--- config.mk ---
export PLATFORM = sky130hd
export DESIGN_NAME = hazard_stall_ctrl
export DESIGN_NICKNAME = d
export VERILOG_FILES = /design/src/rtl/riscv_pipe_pkg.sv /design/src/rtl/hazard_stall_ctrl_sb_counter.sv /design/src/rtl/hazard_stall_ctrl.sv
export SDC_FILE = /design/constraint.sdc
export NUM_CORES = 1
export LEC_CHECK = 0
export BUFFER_PORTS_ARGS = -buffer_cell sky130_fd_sc_hd__buf_2
export CORE_MARGIN = 2
export CORE_UTILIZATION = 29
export CTS_BUF_LIST = sky130_fd_sc_hd__clkbuf_8
export CTS_CLUSTER_DIAMETER = 30
export DETAILED_ROUTE_END_ITERATION = 10
export PLACE_DENSITY_LB_ADDON = 0.08
export SLEW_MARGIN = 0
export SYNTH_ARGS = -nofsm -noshare
export SYNTH_HDL_FRONTEND = slang
export SYNTH_SLANG_ARGS = --single-unit
--- constraint.sdc ---
create_clock -name clk -period 5.8 [get_ports clk]
set_clock_uncertainty 0.2 [all_clocks]
set_input_delay 0.58 -clock clk [delete_from_list [all_inputs] [get_ports clk]]
set_output_delay 0.58 -clock clk [all_outputs]
set_load 0.1 [all_outputs]
--- src/rtl/riscv_pipe_pkg.sv ---
// ============================================================================
//  Module      : riscv_pipe_pkg
//  Description : Shared pipeline constants and scoreboard helper function.
//  Revision    : 1.0 - initial release
// ============================================================================
`default_nettype none

package riscv_pipe_pkg;

   localparam int REG_ADDR_W   = 5;
   localparam int NUM_REGS     = 32;
   localparam int LOAD_LAT_DEF = 1;
   localparam int MUL_LAT_DEF  = 3;
   localparam int CNT_W_DEF    = 2;

   // Larger of two countdown values; WAW must never shorten a pending producer.
   function automatic int max_cnt(input int a, input int b);
      return (a > b) ? a : b;
   endfunction

endpackage

`default_nettype wire

--- src/rtl/hazard_stall_ctrl_sb_counter.sv ---
// ============================================================================
//  Module      : sb_counter
//  Description : One scoreboard entry: saturating down-counter with load-max.
//  Revision    : 1.0 - initial release
// ============================================================================
`default_nettype none

module sb_counter
   import riscv_pipe_pkg::*;
#(
   parameter int CNT_W = CNT_W_DEF
) (
   input  logic             clk,
   input  logic             rst,
   input  logic             load,
   input  logic [CNT_W-1:0] lat,
   output logic [CNT_W-1:0] cnt
);

   logic [CNT_W-1:0] r_cnt;
   logic [CNT_W-1:0] w_dec;
   logic [CNT_W-1:0] w_next;

   assign w_dec  = (r_cnt == '0) ? '0 : r_cnt - CNT_W'(1);
   assign w_next = load ? CNT_W'(max_cnt(int'(w_dec), int'(lat))) : w_dec;

   always_ff @(posedge clk or posedge rst) begin
      if (rst) begin
         r_cnt <= '0;
      end else begin
         r_cnt <= w_next;
      end
   end

   assign cnt = r_cnt;

endmodule

`default_nettype wire

--- src/rtl/hazard_stall_ctrl.sv ---
// ============================================================================
//  Module      : hazard_stall_ctrl
//  Description : Stall/flush generation from a per-register countdown
//                scoreboard for load-use, multiply and taken-branch hazards.
//  Revision    : 1.0 - initial release
// ============================================================================
`default_nettype none

module hazard_stall_ctrl
   import riscv_pipe_pkg::*;
#(
   parameter int LOAD_LAT = LOAD_LAT_DEF,
   parameter int MUL_LAT  = MUL_LAT_DEF,
   parameter int CNT_W    = CNT_W_DEF
) (
   input  logic                  clk,
   input  logic                  rst,
   input  logic                  RegWriteD,
   input  logic [REG_ADDR_W-1:0] RD_D,
   input  logic                  LoadD,
   input  logic                  MulD,
   input  logic [REG_ADDR_W-1:0] RS1_D,
   input  logic [REG_ADDR_W-1:0] RS2_D,
   input  logic                  UseRs1D,
   input  logic                  UseRs2D,
   input  logic                  PCSrcE,
   output logic                  StallF,
   output logic                  StallD,
   output logic                  FlushD,
   output logic                  FlushE,
   output logic [NUM_REGS-1:0]   PendingMask
);

   localparam logic [CNT_W-1:0] c_load_lat = CNT_W'(LOAD_LAT);
   localparam logic [CNT_W-1:0] c_mul_lat  = CNT_W'(MUL_LAT);

   logic [NUM_REGS-1:0] w_pend;
   logic                w_haz;
   logic                w_issue;
   logic [CNT_W-1:0]    w_lat;

   assign w_haz   = (UseRs1D & w_pend[RS1_D]) | (UseRs2D & w_pend[RS2_D]);
   assign w_issue = RegWriteD & (RD_D != '0) & ~w_haz & ~PCSrcE;
   assign w_lat   = MulD ? c_mul_lat : (LoadD ? c_load_lat : '0);

   // x0 is never tracked so its pending bit is tied low.
   generate
      for (genvar r = 0; r < NUM_REGS; r++) begin : g_sb
         if (r == 0) begin : g_zero
            assign w_pend[r] = 1'b0;
         end else begin : g_cnt
            logic [CNT_W-1:0] w_cnt;

            sb_counter #(
               .CNT_W (CNT_W)
            ) u_cnt (
               .clk  (clk),
               .rst  (rst),
               .load (w_issue && (RD_D == REG_ADDR_W'(r))),
               .lat  (w_lat),
               .cnt  (w_cnt)
            );

            assign w_pend[r] = |w_cnt;
         end
      end
   endgenerate

   // Taken branch outranks any data hazard; reset forces everything quiet.
   always_comb begin
      StallF = 1'b0;
      StallD = 1'b0;
      FlushD = 1'b0;
      FlushE = 1'b0;
      if (!rst) begin
         if (PCSrcE) begin
            FlushD = 1'b1;
            FlushE = 1'b1;
         end else if (w_haz) begin
            StallF = 1'b1;
            StallD = 1'b1;
            FlushE = 1'b1;
         end
      end
   end

   assign PendingMask = rst ? '0 : w_pend;

endmodule

`default_nettype wire

==> results of run 1 <==
## per-layer routing
metal,track usage [%],wire length (µm),vias to the layer above
li1,-,-,2338
met1,23.0,8210,2237
met2,27.8,7910,86
met3,3.09,602,25
met4,6.23,386,0
met5,0,0,-
## how the worst max path moves through the flow
stage / slack, ps / startpoint / end
4_1_cts: 2110 / RS2_D[2] / StallF
3_5_place_dp: 2110 / RS1_D[1] / StallF
2_1_floorplan: 280 / RS2_D[0] / StallF
6_report: 2120 / RS2_D[2] / StallD
3_3_place_gp: 2090 / RS2_D[0] / StallF
5_1_grt: 1940 / g_sb[6].g_cnt.u_cnt.cnt[1] / StallF
## cell usage after synthesis, types with 4 or more instances
cell type / instances / share of area (%)
sky130_fd_sc_hd__a211oi_1: 4 / 0.52
sky130_fd_sc_hd__a21oi_1: 7 / 0.61
sky130_fd_sc_hd__nor3_1: 7 / 0.61
sky130_fd_sc_hd__mux4_1: 5 / 2.3
sky130_fd_sc_hd__mux4_2: 7 / 2.7
sky130_fd_sc_hd__dfrtp_1: 62 / 27
sky130_fd_sc_hd__clkbuf_1: 9 / 0.59
sky130_fd_sc_hd__inv_1: 66 / 4.3
sky130_fd_sc_hd__nor2_1: 102 / 6.7
sky130_fd_sc_hd__nor2b_1: 5 / 0.54
sky130_fd_sc_hd__nand2_1: 39 / 2.5
sky130_fd_sc_hd__nand4_1: 30 / 3.3
sky130_fd_sc_hd__buf_6: 8 / 1.6
sky130_fd_sc_hd__mux2i_1: 62 / 11
sky130_fd_sc_hd__buf_4: 5 / 0.65
sky130_fd_sc_hd__o22ai_1: 29 / 3.2
sky130_fd_sc_hd__nand3_1: 31 / 2.7
sky130_fd_sc_hd__nor3b_1: 4 / 0.52
sky130_fd_sc_hd__nand2b_1: 37 / 4.0
sky130_fd_sc_hd__ha_1: 93 / 20
## stage by stage
step | cells | cell area, µm² | util, %
floorplan | 645 | 5740 | -
CTS | 964 | 6440 | 33.1
global placement | 948 | 6240 | 32.0
global route | 964 | 6440 | 33.1
finish | 964 | 6440 | 33.1
detailed placement | 948 | 6240 | 32.0
## final cells by class
class                   count  area share, %
flip-flops and latches     62           24.1
repair buffers             63           5.13
well taps                 265           5.15
clock inverters             5          0.777
multi-input cells         492           58.6
clock buffers              11           2.35
inverters                  66           3.85
## tightest hold or removal path, cell delays in order (launching register included)
cell and delay [ps]:
sky130_fd_sc_hd__dfrtp_1 390, sky130_fd_sc_hd__nand2_1 100, sky130_fd_sc_hd__mux2i_1 70
## logic make-up (layout without fill, tap and decap cells)
family,after synthesis,in the layout,synth area share (%)
and+or+nand+nor,267,267,22.7
adders and majority gates,93,93,20.3
buffers and inverters,91,145,7.45
muxes,75,75,16.0
DFF,62,62,27.0
AOI/OAI and AO/OA,56,56,6.47
other,1,1,0.0653
## power by group through the flow
stage               sequential, mW  combinational (mW)  clock [mW]
finish                       0.436               0.179       0.407
floorplan                    0.444               0.130           0
global route                 0.436               0.201       0.441
CTS                          0.436               0.182       0.424
global placement             0.444               0.177           0
detailed placement           0.444               0.182           0
## cell usage in the layout (no fill, tap or decap), types with 11 or more instances in the layout
cell type and n:
sky130_fd_sc_hd__buf_2 57, sky130_fd_sc_hd__clkbuf_8 11, sky130_fd_sc_hd__dfrtp_1 62, sky130_fd_sc_hd__ha_1 93, sky130_fd_sc_hd__inv_1 65, sky130_fd_sc_hd__mux2i_1 62, sky130_fd_sc_hd__nand2_1 39, sky130_fd_sc_hd__nand2b_1 37
sky130_fd_sc_hd__nand3_1 31, sky130_fd_sc_hd__nand4_1 30, sky130_fd_sc_hd__nor2_1 101, sky130_fd_sc_hd__o22ai_1 29
==> run summary, run 1 <==
The wire length per cell is roughly 18 µm. The critical path's most frequent cell is sky130_fd_sc_hd__buf_2. The number of cell instances on the worst register-to-register path is 9. The area of the multi-input gates came out at around 3800 µm². The number of fill cells in the layout came out at 2063. Summed over all cells, the static leakage comes to 3.50 nW. The number of placed I/O pins is 59. Along the worst hold path, the cell count comes to 2.

The critical path in this run is classified as in -> out. For hold timing, the worst endpoint is g_sb[28].g_cnt.u_cnt.cnt[1]. The endpoint identified for the worst register-to-register timing path is g_sb[26].g_cnt.u_cnt.cnt[0].

The HPWL after detailed placement is around 12000 µm. The flip-flop count of the largest register, all copies and words added is 62. In this run, post-CTS hold repair placed 0 buffers. After synthesis the cells add up to 5740 µm².

The antenna violation net count after detailed routing came out at 0. The maximum net fanout on the critical path is 10. The synthesized area per cell is approximately 8.9 µm². The number of antenna diodes is 0. The sum of negative setup slack is 0 ps. The critical path crosses 7 cells after its start point.

The via density per instance is between 4 and 5. The share of layout cells above drive strength 1 is between 10 and 15%. The register cell area after layout is 1550 µm². The first-pass iteration count of the detailed router came out at 4.

The width of the die is 145 µm. The sequential share of the synthesized area came out at 27.0%. The final critical path time including I/O delays and setup is 3680 ps. The detailed-route wire length came out at between 15000 and 20000 µm.

The clock net in this run drives a total of 62 sinks. The family with the most delay on the worst path is buffers and inverters. STA classifies the critical path startpoint as an input pin. The number of max-slew violations in the final report was 0. The register bit count reported by yosys is 62.

The number of nets handed over by synthesis was 761. For this design the total switching power over the nets is 322 µW. Setup repair after global routing left no endpoint under its margin. The layout overhead on the synthesized area came out at 12.1%.

The pin count of the biggest net entering global routing is 63. The signal on the critical path passes through buf_2 -> mux4_1 -> a2111oi_1 -> or4_4 -> nor3_4 -> nor3_1 -> buf_2. The share of total power in sequential cells is roughly 43%. The startpoint of the worst-slack reg-to-reg timing path is g_sb[24].g_cnt.u_cnt.cnt[1]. The worst-path cell with the longest stage delay is sky130_fd_sc_hd__mux4_1.

The final layout net count came out at 810. In this run, the clock network consumes 39.8% of the power. The design internal power came out at 700 µW.

The worst-case headroom to the max-slew limit is a little under a third. CTS placed an instance of sky130_fd_sc_hd__clkbuf_8 at the clock tree root. The routed layout has between 4000 and 5000 vias. After the first detailed-routing iteration, the DRC count stood at 229. The number of antenna violations at the first check in global routing was 0. Timing analysis after detailed placement gives a worst setup slack of 2110 ps. The maximum number of buffers from clock root to sink is 2. The clock-pin slew of the registers on the worst-case setup and hold paths is 70 ps.

Combinational cells account for between 10% and 20% of the total power. The starting density of the core is between 20 and 30%. The worst hold margin is roughly 400 ps. The number of global-route vias before repair is between 4000 and 5000. The number of endpoints failing setup at the final stage is 0. The setup check on the worst reg-to-reg path leaves a slack of ~2500 ps. IR analysis of the VDD net gives a maximum drop of 0.0694 mV. TritonCTS built the clock tree. STA puts the critical path data required time at 5020 ps.

The total CTS buffers is 9. The total of max-cap violations came out at 0. The number of distinct library cells after synthesis is 43.

The first-pass GRT wire length is 26500 µm. The number of input and output port buffers inserted came out at 57. For this run, design rule violations remaining after detail routing come to 0. The async set-reset flop share out of synthesis came out at 100%. The flow ran to the end, and the final reports show no timing, DRC or antenna violations. The tightest min-delay check is of the reg -> reg type. The cell count after synthesis came out at 645. The core area came out at 19500 µm². The number of gates resized after cts is 0. In this run the number of H-tree levels came out at 3. The count of warnings emitted by yosys came out at 0. The endpoint arrival time on the critical path came out at 2900 ps. The final number of hold-violating endpoints is 0. The fraction of power spent switching nets is 31.5%. The post-CTS setup buffer count came out at 0. The dominant synthesized flop cell is sky130_fd_sc_hd__dfrtp_1. The critical path capture point type is a primary output. The overall die area came out at ~21000 µm². The number of enable flip-flop cells after synthesis is 0. For this run, the slowest stage of the critical path takes 590 ps. The hold path startpoint is g_sb[28].g_cnt.u_cnt.cnt[0].

Timing would allow up to between 200 and 300 MHz. The die height came out at 145 µm. The share of the cycle needed by the critical path after routing is between 60% and 70%.

The sum of overflow across all layers after global routing is 0. The slew of the pin with the lowest slew margin came out at 1030 ps. The number of cell rows is 51.

The clock latency reported for the late side of the worst-skew pair came out at 370 ps. The power density of the placed cells came out at approximately 160 nW/µm². Counting both buffers and inverters, the worst setup path holds a total of 2.

The final worst-path setup slack came out at 2120 ps. The global placement routability congestion came out at 0.733. The total global routing track utilization came out at 17.2%. Power comes to 1.02 mW.
(Power assumes the default switching activity.)
==> inputs of run 2 (changes only) <==
==> constraint.sdc (replaced) <==
create_clock -name clk -period 3.3 [get_ports clk]
set_clock_uncertainty 0.2 [all_clocks]
set_input_delay 0.33 -clock clk [delete_from_list [all_inputs] [get_ports clk]]
set_output_delay 0.33 -clock clk [all_outputs]
set_load 0.1 [all_outputs]
==> run summary, run 2 (synthesis results as in run 1) <==
The run finished with clean final reports. The wire length per cell was 17.6 µm (-0.90%). The sum of overflow across all layers after global routing came out at 0 (unchanged). The register cell area after layout came out at 1550 µm² (unchanged).

The slew of the pin with the lowest slew margin was 1030 ps (-0.204 ps). The share of layout cells above drive strength 1 is 18.5% (+4.8 points). The width of the die is 145 µm (unchanged).

The achievable clock frequency is 318 MHz. The clock-pin slew of the registers on the worst-case setup and hold paths is 80 ps (about the same). The maximum net fanout on the critical path is 3 (-7). The final cell utilization of the core is 34.9% (+1.8 points). The die height came out at 145 µm (unchanged).

Setup repair after global routing left no endpoint under its margin. The number of global-route vias before repair came out at 5009 (+7.7%). The post-placement cell area was 6540 µm² (+4.9%).

STA classifies the critical path startpoint as a flip-flop. The starting density of the core came out at 29.5% (unchanged). In this run the clock root is driven by a sky130_fd_sc_hd__clkbuf_8. The flop-to-flop setup slack is 290 ps (-2190 ps). The clock latency reported for the late side of the worst-skew pair is 370 ps (about the same). The final layout net count was 839 (+3.6%). The final critical path time including I/O delays and setup came out at approximately 3100 ps.

The half-perimeter wire length of the detailed placement result came out at 12500 µm (+4.2%). The worst-case headroom to the max-slew limit is 31.1% (about the same). The first-pass GRT wire length came out at 27800 µm (+4.7%). The depth of the worst hold-timing path came out at 4 (+2). The maximum vdd drop came out at 0.209 mV (+200%). The deepest level of the CTS H-tree came out at 3 (unchanged). The number of antenna violations at the first check in global routing was 0 (unchanged). The power density of the placed cells is 277 nW/µm² (+74%). The number of cell rows is 51 (unchanged). The clock sink total came out at 62 (unchanged).

The count of placed standard cells including taps is 976 (+3.0%). The violation count after the first detailed-route iteration came out at 234 (+2.2%). The global placement routability congestion was 0.798 (+8.9%).

The cts-stage hold buffer count was 0 (unchanged). The antenna violation net count after detailed routing came out at 0 (unchanged). The number of cell instances on the worst register-to-register path is 10 (+1). The number of endpoints failing setup at the final stage is 0 (unchanged). The final number of hold-violating endpoints came out at 0 (unchanged). The number of antenna diodes came to 0 (unchanged). The core area was 19500 µm² (unchanged).

The final critical path takes up between 90 and 100% of the cycle. The first-pass iteration count of the detailed router came out at 5 (+1). The maximum number of buffers from clock root to sink was 2 (unchanged). The via density per instance is 4.89 (+0.54%). The endpoint arrival time on the critical path is 2610 ps (-290 ps). The count of non-filler cells in the finished layout is 993 (+3.0%). The overall die area came to 20900 µm² (unchanged). The class of the most critical hold timing path is in -> reg.

The total CTS buffers came out at 9 (unchanged). The area of the multi-input gates is 3810 µm² (+1.1%). The detailed-route wire length came to 17500 µm (+2.1%). The area growth from synthesis to layout is 18.3%.

The pin count of the biggest net entering global routing was 46 (-27%). The leakage power was 3.67 nW (+4.8%). The number of placed I/O pins is 59 (unchanged). The total global routing track utilization came out at 17.8% (+0.61 points). The number of fill cells in the layout came out at 2053 (-0.48%). The flip-flop count of the largest register, all copies and words added came to 62 (unchanged). The library cells used most frequently in the layout, excluding fill and tap cells, are 97 x sky130_fd_sc_hd__nor2_1, 93 x sky130_fd_sc_hd__ha_1, 64 x sky130_fd_sc_hd__inv_1, 62 x sky130_fd_sc_hd__mux2i_1, 62 x sky130_fd_sc_hd__dfrtp_1. The worst endpoint required time is 2770 ps (-2250 ps). The total of max-cap violations came out at 0 (unchanged). The number of remaining DRC errors is 0 (unchanged).

STA classifies the critical path endpoint as a primary output. The critical setup path kind is reg -> out. The most common cell after layout, fill and taps aside is sky130_fd_sc_hd__nor2_1. The number of max-slew violations in the final report is 0 (unchanged). The number of input and output port buffers inserted came out at 57 (unchanged).

TritonCTS built the clock tree. The finished layout cell area is 6800 µm² (+5.6%). The vias after detailed routing is 4853 (+3.6%).
[run 2: final cells by class]
class | instances | area share (%)
sequential | 62 | 22.8
clock inverter | 3 | 0.589
inverter | 66 | 3.65
clock buffer | 13 | 2.63
timing repair buffer | 92 | 9.28
tap | 265 | 4.88
multi-input combinational | 492 | 56.1
[run 2: stage by stage]
step / power [mW] / setup slack (ps) / TNS (ps) / hold WS, ps
final: 1.88 / 155 / 0 / 204
after CTS: 1.91 / 58.3 / 0 / 181
after global placement: 1.12 / 258 / 0 / 379
after detailed placement: 1.13 / 248 / 0 / 387
after floorplan: 1.01 / -269 / -269 / 331
after global routing: 1.97 / 18.9 / 0 / 225
[run 2: path summary, 6_finish.rpt]
| check | from | to |
|---|---|---|
| setup / recovery | g_sb[21].g_cnt.u_cnt.cnt[1] | FlushE |
| hold / removal | RD_D[2] | g_sb[11].g_cnt.u_cnt.cnt[1] |
| setup reg to reg | g_sb[21].g_cnt.u_cnt.cnt[1] | g_sb[13].g_cnt.u_cnt.cnt[0] |
| hold reg to reg | g_sb[3].g_cnt.u_cnt.cnt[1] | g_sb[3].g_cnt.u_cnt.cnt[0] |
| max in group asynchronous | rst | g_sb[12].g_cnt.u_cnt.cnt[1] |
| min in group asynchronous | rst | g_sb[7].g_cnt.u_cnt.cnt[0] |
[run 2: what timing repair did]
item | in CTS | in global routing
buffers inserted | 1 | 0
setup endpoints to repair | 1 | 3
pin swaps | 1 | 1
gates resized for setup | 0 | 7
[run 2: routing by layer]
layer | vias to the layer above | share of wire [%] | track usage, %
li1 | 2397 | - | -
met1 | 2348 | 49 | 24.5
met2 | 91 | 45 | 29.3
met3 | 17 | 4.7 | 2.70
met4 | 0 | 1.3 | 4.50
met5 | - | 0 | 0
[run 2: critical path, stage by stage (launching register included)]
cell                       delay [ps]
sky130_fd_sc_hd__dfrtp_1          400
sky130_fd_sc_hd__nor2_1           250
sky130_fd_sc_hd__a211oi_1         120
sky130_fd_sc_hd__a211oi_1         250
sky130_fd_sc_hd__a211oi_1          80
sky130_fd_sc_hd__or4_4            500
sky130_fd_sc_hd__nor3_4           310
sky130_fd_sc_hd__a21oi_2          130
sky130_fd_sc_hd__buf_12           210
[run 2: where the power goes]
group	leakage (nW)	switching (mW)	internal (mW)
Combinational	2.69	0.240	0.106
Sequential	0.865	0.00295	0.763
Clock	0.115	0.341	0.429
==> inputs of run 3 (changes only) <==
--- a/config.mk
+++ b/config.mk
@@ -6,7 +6,7 @@
 export NUM_CORES = 1
 export LEC_CHECK = 0
 export BUFFER_PORTS_ARGS = -buffer_cell sky130_fd_sc_hd__buf_2
-export CORE_MARGIN = 2
+export CORE_MARGIN = 3
 export CORE_UTILIZATION = 29
 export CTS_BUF_LIST = sky130_fd_sc_hd__clkbuf_8
 export CTS_CLUSTER_DIAMETER = 30
==> constraint.sdc (replaced) <==
create_clock -name clk -period 3.3 [get_ports clk]
set_clock_uncertainty 0.2 [all_clocks]
set_input_delay 0.33 -clock clk [delete_from_list [all_inputs] [get_ports clk]]
set_output_delay 0.33 -clock clk [all_outputs]
set_load 0.01 [all_outputs]
==> run summary, run 3 (synthesis results as in run 1) <==
The run finished with clean final reports. The startpoint identified for the worst register-to-register timing path is g_sb[25].g_cnt.u_cnt.cnt[1]. The die height is 147 µm (+1.4%). The overall power of the completed layout came out at 1.88 mW (-0.30%). The number of max-slew violations in the final report is 0 (unchanged). The power share of the combinational group is 15.8% (-2.6 points).

The number of antenna diodes came to 0 (unchanged). The pin count of the biggest net entering global routing is 63 (+37%). The final layout net count is 821 (-2.1%). The via density per instance came out at 4.91 (+0.43%). The sum of negative setup slack is 0 ps (unchanged). The startpoint kind of the worst setup timing path is a flip-flop. The cts-stage hold buffer count is 0 (unchanged). The final cell utilization of the core is 34.6% (-0.32 points). The maximum vdd drop is 0.149 mV (-28%). The clock sink total came out at 62 (unchanged). The final critical path time including I/O delays and setup was 3100 ps (-39.9 ps).

The starting density of the core came out at 30.1% (+0.59 points). The number of cell rows was 50 (-2.0%). The part of the total power dissipated in the clock network came to 43.3% (+2.4 points).

The first-pass GRT wire length is 27800 µm (+0.32%). The maximum number of buffers from clock root to sink is 2 (unchanged). The TritonCTS clock tree is done. The count of placed standard cells including taps came to 953 (-2.4%).

The width of the die came out at 147 µm (+1.4%). The antenna violation net count after detailed routing came to 0 (unchanged). The share of the cycle needed by the critical path after routing is 94.1% (-1.2 points). The first-pass iteration count of the detailed router came out at 4 (-1). The detailed-route wire length came out at 17400 µm (-0.21%). The share of layout cells above drive strength 1 came out at 15.9% (-2.6 points). STA classifies the critical path endpoint as a primary output.

The sum of overflow across all layers after global routing is 0 (unchanged). The power density of the placed cells is 284 nW/µm² (+2.6%). The global placement routability congestion came out at 0.826 (+3.5%). The leakage power came out at 3.59 nW (-2.2%).

The fraction of power spent switching nets came out at 28.4% (-2.6 points). The switching component of the power came out at 533 µW (-8.6%). The deepest level of the CTS H-tree came out at 3 (unchanged). The wire length per cell is 18.0 µm (+2.2%). The total CTS buffers is 9 (unchanged). In this run the worst setup path terminates at StallF.

The most common cell after layout, fill and taps aside is sky130_fd_sc_hd__nor2_1. The violation count after the first detailed-route iteration is 172 (-26%). The worst endpoint required time came to 2770 ps (about the same).

The number of cell instances on the worst register-to-register path came out at 10 (unchanged). The clock-pin slew of the registers on the worst-case setup and hold paths is 70 ps (about the same). The design internal power came to 1.34 mW (+3.4%). The total of max-cap violations came out at 0 (unchanged). The final worst-path setup slack came to 195 ps (+39.9 ps).

The maximum net fanout on the critical path is 4 (+1). The layout overhead on the synthesized area is 15.0%. The library cells used most frequently in the layout, excluding fill and tap cells, are 96 x sky130_fd_sc_hd__nor2_1, 93 x sky130_fd_sc_hd__ha_1, 65 x sky130_fd_sc_hd__inv_1, 62 x sky130_fd_sc_hd__mux2i_1, 62 x sky130_fd_sc_hd__dfrtp_1. The number of antenna violations at the first check in global routing is 0 (unchanged). The pre-CTS setup slack is 115 ps (-133 ps). The half-perimeter wire length of the detailed placement result came to 12500 µm (+0.28%). The overall die area came out at 21500 µm² (+2.8%). The final number of hold-violating endpoints came out at 0 (unchanged). The number of endpoints failing setup at the final stage came out at 0 (unchanged). The count of non-filler cells in the finished layout is 970 (-2.3%). The share of total power in sequential cells is 40.8% (about the same).

The endpoint arrival time on the critical path is 2570 ps (-40 ps). The clock latency reported for the late side of the worst-skew pair was 360 ps (about the same). The launching element of the worst setup path is g_sb[25].g_cnt.u_cnt.cnt[1]. The number of global-route vias before repair is 4925 (-1.7%). The achievable clock frequency came out at 322 MHz (+1.3%). The root buffer selected by CTS is sky130_fd_sc_hd__clkbuf_8. The core area is 19100 µm² (-2.0%). The total global routing track utilization came out at 16.5% (-1.3 points). The flop-to-flop setup slack was 280 ps (about the same). The number of placed I/O pins came out at 59 (unchanged). The flip-flop count of the largest register, all copies and words added is 62 (unchanged). Setup repair after global routing left no endpoint under its margin.

The critical register-to-register path endpoint is g_sb[30].g_cnt.u_cnt.cnt[0]. The vias after detailed routing came out at 4761 (-1.9%). The number of input and output port buffers inserted came out at 57 (unchanged). The class of the most critical hold timing path is in -> reg. The critical setup path kind is reg -> out.

The worst-case headroom to the max-slew limit is 31.1% (about the same). The slew of the pin with the lowest slew margin is 1030 ps (-0.464 ps). The number of remaining DRC errors came to 0 (unchanged).
run 3: cell types whose count changed in the layout (fill, tap and decap cells not counted), sizes merged:
cell    delta
buf       -18
bufinv     +1
clkbuf     -1
clkinv     -1
inv        +1
run 3: stage by stage:
stage                     hold slack, ps  area (µm²)
after floorplan                      331        5740
after global placement               385        6340
after detailed placement             395        6340
after CTS                            201        6580
after global routing                 228        6600
final                                215        6600
run 3: routing by layer:
metal  track usage [%]  up-vias  part of all wire, %
li1                  -     2360                    -
met1              22.6     2315                   49
met2              27.4       76                   47
met3              3.02       10                  3.7
met4              3.57        0                 0.76
met5                 0        -                    0
run 3: what timing repair did:
action | 4_1_cts | 5_1_grt
resized for setup | 0 | 6
buffers inserted | 0 | 1
setup endpoints to repair | 0 | 3
run 3: worst max-delay path: stages, from the launching register on:
cell,delay (ps)
sky130_fd_sc_hd__dfrtp_1,390
sky130_fd_sc_hd__nor2_1,220
sky130_fd_sc_hd__mux4_1,280
sky130_fd_sc_hd__mux2_1,170
sky130_fd_sc_hd__nor3_1,60
sky130_fd_sc_hd__or4_4,540
sky130_fd_sc_hd__nor3_4,270
sky130_fd_sc_hd__nor3_1,100
sky130_fd_sc_hd__buf_2,180
run 3: cell type report:
cell class / instances / area (µm²)
Fill cell: 2009 / 12500
Multi-Input combinational cell: 492 / 3790
Sequential cell: 62 / 1550
Timing Repair Buffer: 74 / 450
Tap cell: 260 / 325
Inverter: 66 / 248
Clock buffer: 12 / 165
Clock inverter: 4 / 68.8
run 3: worst min path at each step:
stage,startpoint,endpoint,slack [ps],depth (start not counted)
after floorplan,LoadD,g_sb[1].g_cnt.u_cnt.cnt[0],330,2
after global placement,g_sb[16].g_cnt.u_cnt.cnt[0],g_sb[16].g_cnt.u_cnt.cnt[0],390,2
after detailed placement,g_sb[4].g_cnt.u_cnt.cnt[0],g_sb[4].g_cnt.u_cnt.cnt[0],400,2
after CTS,RD_D[2],g_sb[11].g_cnt.u_cnt.cnt[1],200,4
after global routing,RD_D[2],g_sb[11].g_cnt.u_cnt.cnt[1],230,4
final,RD_D[2],g_sb[11].g_cnt.u_cnt.cnt[1],210,4
run 3: power groups by stage:
stage	registers [mW]	logic [mW]	clock network [mW]
6_report	0.766	0.297	0.813
5_1_grt	0.766	0.335	0.877
4_1_cts	0.766	0.301	0.842
3_5_place_dp	0.781	0.300	0
3_3_place_gp	0.781	0.292	0
2_1_floorplan	0.780	0.194	0
